==> src/rtl/fir_pkg.sv <==
// Shared types and helpers for the time-multiplexed FIR tap sequencer.
package fir_pkg;

  localparam int NTAPS_DEF = 8;

  typedef enum logic [1:0] {
    ST_ZERO,
    ST_IDLE,
    ST_MAC,
    ST_DONE
  } state_e;

  // (ptr - k) mod n using one compare and one add; the caller keeps ptr, k < n.
  function automatic int unsigned wrap_dec(input int unsigned ptr, input int unsigned k,
                                           input int unsigned n);
    return (ptr >= k) ? (ptr - k) : (ptr + n - k);
  endfunction

endpackage

==> src/rtl/fir_mod_counter.sv <==
// Modulo-N up counter with synchronous clear; clear wins over increment.
module fir_mod_counter #(
  parameter int N = 8,
  parameter int W = $clog2(N)
) (
  input  logic         clk,
  input  logic         rst_n,
  input  logic         clr,
  input  logic         inc,
  output logic [W-1:0] cnt
);

  localparam logic [W-1:0] MAX = W'(N - 1);

  logic [W-1:0] cnt_q, cnt_d;

  // NOTE: the default assignment on the first line keeps this block free of latches.
  always_comb begin
    cnt_d = cnt_q;
    if (clr) begin
      cnt_d = '0;
    end else if (inc) begin
      cnt_d = (cnt_q == MAX) ? '0 : cnt_q + 1'b1;
    end
  end

  // NOTE: state flops use non-blocking assignment so every flop samples pre-edge values.
  always_ff @(posedge clk or negedge rst_n) begin
    if (!rst_n) begin
      cnt_q <= '0;
    end else begin
      cnt_q <= cnt_d;
    end
  end

  assign cnt = cnt_q;

endmodule

==> src/rtl/fir_tap_sequencer.sv <==
// Control FSM for a single-MAC FIR: zero-walks the sample RAM, accepts one sample,
// steps NTAPS MAC cycles with matched sample/coef addresses, then offers the result.
module fir_tap_sequencer
  import fir_pkg::*;
#(
  parameter int NTAPS = NTAPS_DEF,
  parameter int AW    = $clog2(NTAPS)
) (
  input  logic          clk,
  input  logic          rst_n,
  input  logic          clear,
  input  logic          in_valid,
  output logic          in_ready,
  output logic          out_valid,
  input  logic          out_ready,
  output logic          busy,
  output logic          smp_we,
  output logic          smp_zero,
  output logic [AW-1:0] smp_waddr,
  output logic [AW-1:0] smp_raddr,
  output logic [AW-1:0] coef_addr,
  output logic          mac_clr,
  output logic          mac_en
);

  localparam logic [AW-1:0] K_LAST = AW'(NTAPS - 1);

  state_e        state_q, state_d;
  logic [AW-1:0] base_q, base_d;
  logic [AW-1:0] k, wr_ptr;
  logic          k_last, accept;
  logic          in_zero, in_idle, in_mac, in_done;

  assign in_zero = (state_q == ST_ZERO);
  assign in_idle = (state_q == ST_IDLE);
  assign in_mac  = (state_q == ST_MAC);
  assign in_done = (state_q == ST_DONE);
  assign k_last  = (k == K_LAST);

  assign in_ready = in_idle && !clear;
  assign accept   = in_ready && in_valid;

  fir_mod_counter #(.N(NTAPS), .W(AW)) u_tap_cnt (
    .clk   (clk),
    .rst_n (rst_n),
    .clr   (clear || accept),
    .inc   (in_zero || in_mac),
    .cnt   (k)
  );

  // wr_ptr is parked at 0 for the whole zero walk, so it leaves ZERO at 0.
  fir_mod_counter #(.N(NTAPS), .W(AW)) u_wr_ptr (
    .clk   (clk),
    .rst_n (rst_n),
    .clr   (in_zero),
    .inc   (accept),
    .cnt   (wr_ptr)
  );

  always_comb begin
    state_d = state_q;
    base_d  = base_q;
    unique case (state_q)
      ST_ZERO: if (k_last) state_d = ST_IDLE;
      ST_IDLE: if (accept) begin
        state_d = ST_MAC;
        base_d  = wr_ptr;
      end
      ST_MAC:  if (k_last) state_d = ST_DONE;
      ST_DONE: if (out_ready) state_d = ST_IDLE;
      default: state_d = ST_ZERO;
    endcase
    if (clear) state_d = ST_ZERO;
  end

  always_ff @(posedge clk or negedge rst_n) begin
    if (!rst_n) begin
      state_q <= ST_ZERO;
      base_q  <= '0;
    end else begin
      state_q <= state_d;
      base_q  <= base_d;
    end
  end

  // The zero walk is held off while rst_n is low so reset presents idle-valued strobes.
  assign smp_zero  = in_zero && rst_n && !clear;
  assign smp_we    = smp_zero || accept;
  assign smp_waddr = in_idle ? wr_ptr : (in_zero ? k : '0);

  assign mac_en    = in_mac && !clear;
  assign mac_clr   = mac_en && (k == '0);
  assign coef_addr = in_mac ? k : '0;
  assign smp_raddr = in_mac ? AW'(wrap_dec(32'(base_q), 32'(k), NTAPS)) : '0;

  assign out_valid = in_done && !clear;
  assign busy      = !in_idle;

endmodule

==> config.mk <==
export PLATFORM = sky130hd
export DESIGN_NAME = fir_tap_sequencer
export DESIGN_NICKNAME = d
export VERILOG_FILES = /design/src/rtl/fir_pkg.sv /design/src/rtl/fir_mod_counter.sv /design/src/rtl/fir_tap_sequencer.sv
export SDC_FILE = /design/constraint.sdc
export NUM_CORES = 1
export LEC_CHECK = 0
export ABC_AREA = 1
export BUFFER_PORTS_ARGS = -buffer_cell sky130_fd_sc_hd__buf_2
export CAP_MARGIN = 20
export CORE_AREA = 3 3 48 50
export DETAILED_ROUTE_END_ITERATION = 6
export DIE_AREA = 0 0 51 53
export GPL_ROUTABILITY_DRIVEN = 0
export GPL_TIMING_DRIVEN = 0
export MAX_ROUTING_LAYER = met4
export PLACE_DENSITY = 0.69
export SLEW_MARGIN = 30
export SYNTH_ARGS = -nofsm -noshare
export SYNTH_HDL_FRONTEND = slang
export SYNTH_SLANG_ARGS = --single-unit
==> constraint.sdc <==
create_clock -name clk -period 1.7 [get_ports clk]
set_input_delay 0.34 -clock clk [delete_from_list [all_inputs] [get_ports clk]]
set_output_delay 0.34 -clock clk [all_outputs]
set_load 0.005 [all_outputs]
# Yosys cells after proc, flatten, opt, wreduce, memory -nomap -nowiden
# Index checks and enable logic that the tools add are counted.
[word_totals] input_bits=5 out_inout_bits=16 wordCells=54 register_bits=11
[classes] addsub=5 n_eq_ne=9 n_lt_le_gt_ge=1 muxes=17 n_reduce_logical=18
[ops] cell="3-bit 2-to-1 mux" count=11
[ops] cell="3-bit != test (second input constant)" count=4
[ops] cell="2-bit 2-to-1 mux" count=5
[ops] cell="3-bit by 1-bit adder with 3-bit output (second input constant)" count=3
[ops] cell="2-bit one-hot mux with 4 select lines" count=1
[ops] cell="1-bit logical AND" count=7
[ops] cell="3-bit equality test (second input constant)" count=2
[ops] cell="3-bit subtractor" count=2
[ops] cell="2-bit equality test (second input constant)" count=2
[ops] cell="4-bit AND reduction" count=1
[ops] cell="2-bit nonzero test" count=2
[ops] cell="3-bit greater-or-equal comparator" count=1
[ops] cell="3-bit zero test" count=1
[ops] cell="1-bit logical OR" count=3
[ops] cell="2-bit by 1-bit equality test with 1-bit output (second input constant)" count=1
[ops] cell="1-bit zero test" count=2
[ops] cell="2-bit zero test" count=1
[ops] cell="2-bit AND reduction" count=1

# Logic depth before layout (Yosys ltp)
[logic_depth] word_depth=6 depth_mapped=8 depth_no_buf=8

# Hierarchy
# From an unflattened synthesis, not the netlist that was laid out.
[hier_totals] cells_unflattened=117 hier_area_um2=839.6
[by_module_without_submodules] module="fir_tap_sequencer" area_per_inst_um2=536.8 n_inst=1 cells_each=83 seq_area_each_um2=125.1
[by_module_without_submodules] module="fir_mod_counter" area_per_inst_um2=151.4 n_inst=2 cells_each=17 seq_area_each_um2=75.1

# Least setup slack after synthesis
# OpenSTA, ideal clock, no wires.
[synth_timing] kind="register to output" from="register u_tap_cnt.cnt_q[0], in the netlist u_tap_cnt.cnt[0]" to="output smp_raddr[2]" arrival_time_ns=1.158 path_buffers=0 slack_ns=0.202 t_required_ns=1.360 path_stages_with_launch=8 path_cell_list="dfrtp_1 > ha_1 > inv_1 > fa_1 > inv_1 > nand3_1 > nand2_1 > nor2_1"
[synth_via] elab_chain_len=3 elab_cells_between_ends=5 classes_between="add/sub: 2; order compare: 1; mux: 2"
[synth_rtl] item="start, declared" line="fir_mod_counter.sv:15" source="logic [W-1:0] cnt_q, cnt_d;"
[synth_rtl] item="start signal, assigned" line="fir_mod_counter.sv:32" source="cnt_q <= cnt_d;"
[synth_rtl] item="3-bit subtractor / 3-bit greater-or-equal comparator (equally long branches)" line="fir_pkg.sv:16" source="return (ptr >= k) ? (ptr - k) : (ptr + n - k);"
[synth_rtl] item="3-bit 2-to-1 mux (*)" line="fir_pkg.sv:16"
[synth_rtl] item="3-bit 2-to-1 mux (*)" line="fir_tap_sequencer.sv:94" source="assign smp_raddr = in_mac ? AW'(wrap_dec(32'(base_q), 32'(k), NTAPS)) : '0;"
[synth_rtl] item="end, declared" line="fir_tap_sequencer.sv:20" source="output logic [AW-1:0] smp_raddr,"
# Every way passes the cells marked *; elsewhere a longest branch is shown, timed or not.

# Worst setup path after layout
[layout_timing] from="register base_q[0]" to="output smp_raddr[1]"
[layout_via] elab_chain_len=4 elab_cells_between_ends=6 classes_between="add/sub: 3; order compare: 1; mux: 2"
[layout_rtl] item="start, declared" line="fir_tap_sequencer.sv:29" source="logic [AW-1:0] base_q, base_d;"
[layout_rtl] item="start signal, assigned" line="fir_tap_sequencer.sv:82" source="base_q <= base_d;"
[layout_rtl] item="3-bit by 1-bit adder with 3-bit output" line="fir_pkg.sv:16"
[layout_rtl] item="3-bit subtractor" line="fir_pkg.sv:16"
[layout_rtl] item="3-bit 2-to-1 mux (*)" line="fir_pkg.sv:16"
[layout_rtl] item="3-bit 2-to-1 mux (*)" line="fir_tap_sequencer.sv:94"
# Marked as above.

==> results.sh <==
export IMPL_seqPwrFrac_pct=23.7
export IMPL_crit_chain="inv_1 > ha_1 > inv_1 > fa_2 > nand2_1 > inv_1 > buf_2"
export IMPL_cp_max_fo=2
export IMPL_syn_area_um2=887
export IMPL_gr_total_overflow=0
export IMPL_clockPowerShare_pct=10.9
export IMPL_yosysTopAreaCell="dfrtp_1"
export IMPL_cp_common_cell="inv_1"
export IMPL_n_antenna_cell=0
export IMPL_numCtsBuffers=3
export IMPL_worst_pin_slew_ns=0.519
export IMPL_synth_top_area_share_pct=31.0
export IMPL_boundaryPins=21
export IMPL_h_tree_depth=1
export IMPL_slowest_stage="fa_2"
export IMPL_drc=0
export IMPL_internal_power_mw=0.886
export IMPL_switching_share_pct=46.3
export IMPL_routed_via_density=4.85
export IMPL_initial_core_util_pct=45.7
export IMPL_dr_pass1_iters=5
export IMPL_wirelength_mm=2.08
export IMPL_required_ns=1.36
export IMPL_antenna_found_initial=0
export IMPL_avgSynthCellArea_um2=7.78
export IMPL_min_path_type="in -> reg"
export IMPL_ir_worst_vdd_uv=771
export IMPL_clockBufferDepth=2
export IMPL_via_count=858
export IMPL_grt_max_degree=12
export IMPL_async_flop_share_pct=100
export IMPL_syn_inst=114
export IMPL_setup_ws_ns=-0.215
export IMPL_setup_tns_ns=-0.428
export IMPL_p_comb_share_pct=65.4
export IMPL_seq_area_frac_synth_pct=31.0
export IMPL_max_stage_delay_ns=0.51
export IMPL_outcome="finished, violations left"
export IMPL_grt_pass1_wl_mm=3.33
export IMPL_synthTopCellsByArea="dfrtp_1 31%, ha_1 16%, nand2_1 8.0%"
export IMPL_violations="negative setup slack"
export IMPL_fin_skew_ns=0.000638
export IMPL_ys_ff_latch=11
export IMPL_grt_usage_pct=16.7
export IMPL_final_min_clock_period_ns=1.91
export IMPL_dieArea_mm2=0.00270
export IMPL_finalSetupViolCount=3
export IMPL_wl_per_cell_um=11.8
export IMPL_root_buffer="clkbuf_4"
export IMPL_fmax_ghz=0.522
export IMPL_hpwl_mm=1.42
export IMPL_nNetsFinal=168
export IMPL_synth_flop_cell="dfrtp_1"
export IMPL_portBuffers=20
export IMPL_synthesis_nets=131
export IMPL_finalCritPeriodShare_pct=113
export IMPL_report_final_slew_viol_count=0
export IMPL_drv_cap=0
export IMPL_synth_cell_types=19
export IMPL_synth_common_cells="19 x nand2_1, 18 x inv_1, 14 x nor2_1"
export IMPL_switchingPower_mw=0.766
export IMPL_layout_drive_gt1_share_pct=42.7
export IMPL_cp_arrival_ns=1.57
export IMPL_cts_sinks=11
export IMPL_die_y_um=53
export IMPL_ant_nets=0
export IMPL_area_delta_synth_final_pct=36.4
export IMPL_startpoint_type="flip-flop"
export IMPL_power_density_mw_per_mm2=1370
export IMPL_grt_pass1_vias=794
export IMPL_synth_edf_count=0
export IMPL_hold_viol=0
export IMPL_end_kind="primary output"
export IMPL_std_cell_rows=16
export IMPL_yosysWarnings=0
export IMPL_dp_cells=161
export IMPL_rsz0062_at_grt="yes"
export IMPL_p_leak_nw=0.659
export IMPL_cts_tree="done"
export IMPL_drt_iter0_drc=11
export IMPL_path_clk_slew_ns=0.07
export IMPL_fp_dieW_um=51
export IMPL_crit_type="reg -> out"
export IMPL_synthMostInstantiatedCell="nand2_1"
export IMPL_final_cells=177
export IMPL_maxSlewHeadroom_pct=65.3
export IMPL_insertion_delay_ns=0.26
export IMPL_core_mm2=0.00194
==> power groups by stage <==
stage,registers [mW],logic (mW),clock network (mW)
CTS,0.383,0.948,0.185
finish,0.391,1.08,0.180
global route,0.397,1.20,0.208
global placement,0.402,0.763,0
detailed placement,0.406,0.787,0
floorplan,0.382,0.590,0
==> per-layer routing <==
| layer | share of wire (%) | vias to the layer above | GRT usage, % |
|---|---|---|---|
| li1 | - | 432 | - |
| met1 | 44 | 407 | 19.4 |
| met2 | 52 | 17 | 29.2 |
| met3 | 4.0 | 2 | 2.25 |
| met4 | 0.67 | 0 | 6.73 |
| met5 | 0 | - | - |
==> critical path: cells and delay by family, from the launching register on <==
family / cells / cell delay [ns]
buffers and inverters: 4 / 0.25
adder cells (fa/ha/maj): 2 / 0.65
flip-flops: 1 / 0.38
AND/OR/NAND/NOR: 1 / 0.04
==> cells by family (layout without fill, tap and decap cells) <==
kind of cell | after synthesis | count (layout) | share of synthesized area, %
AOI/OAI and AO/OA | 13 | 13 | 10.3
adders and majority gates | 12 | 12 | 17.8
and+or+nand+nor | 54 | 54 | 29.1
buffers and inverters | 24 | 60 | 11.8
DFF | 11 | 11 | 31.0
==> final cells by class <==
type,instances,area (um^2)
well taps,27,33.8
repair buffers,32,193
inverters,22,90.1
fillers,194,732
clock buffers,4,26.3
plain buffers,2,26.3
multi-input cells,79,563
flip-flops and latches,11,278
==> repair_timing <==
action                     4_1_cts  5_1_grt
buffers inserted                 4        7
setup endpoints to repair       10       10
hold buffers                     1        0
resized for setup               10        9
pin swaps                        0        3
hold endpoints to repair        11        0
==> flip-flops by register name, indices dropped and copies added, names as in the netlist <==
register,cells
u_tap_cnt.cnt,3
u_wr_ptr.cnt,3
base_q,3
state_q,2
==> worst paths after layout <==
| check | from | endpoint | slack (ns) | cells after the start |
|---|---|---|---|---|
| hold reg to reg | base_q[2] | base_q[2] | 0.51 | 2 |
| min in group asynchronous | rst_n | u_wr_ptr.cnt[2] | 0.61 | 2 |
| setup reg to reg | u_tap_cnt.cnt[0] | state_q[0] | 0.27 | 7 |
| setup / recovery | base_q[0] | smp_raddr[1] | -0.21 | 7 |
| max in group asynchronous | rst_n | u_tap_cnt.cnt[0] | 0.72 | 2 |
| hold / removal | in_valid | u_tap_cnt.cnt[2] | 0.46 | 4 |
==> through the flow <==
| step | hold slack (ns) | cell area (um^2) | utilization (%) | setup WS [ns] | power [mW] |
|---|---|---|---|---|---|
| 2_1_floorplan | 0.0444 | 887 | - | 0.202 | 0.973 |
| 3_5_place_dp | 0.232 | 1020 | 52.6 | -0.0451 | 1.19 |
| 4_1_cts | 0.438 | 1120 | 57.6 | -0.232 | 1.52 |
| 6_report | 0.463 | 1210 | 62.3 | -0.215 | 1.65 |
| 3_3_place_gp | 0.227 | 1020 | 52.6 | -0.00122 | 1.16 |
| 5_1_grt | 0.461 | 1210 | 62.3 | -0.315 | 1.81 |
==> placed cells by master, fill, tap and decap left out <==
cell            n
dlygate4sd3_1   1
buf_8           1
dfrtp_1         9
a21oi_1         1
buf_2          20
nand4_1         2
nand3_1        11
a21oi_2         1
inv_1          15
o21ai_2         7
buf_6           1
nand2_1        19
dfrtp_2         2
nor2_1         14
or2_1           1
nor2_4          1
nand2_2         2
nand3_4         1
o21ai_1         4
ha_4            3
inv_2           4
fa_2            1
clkbuf_1        1
nand3_2         2
nand2_4         1
buf_4          11
clkbuf_4        3
ha_1            8
inv_4           3
Note: power is estimated with default switching activity, not from simulation.
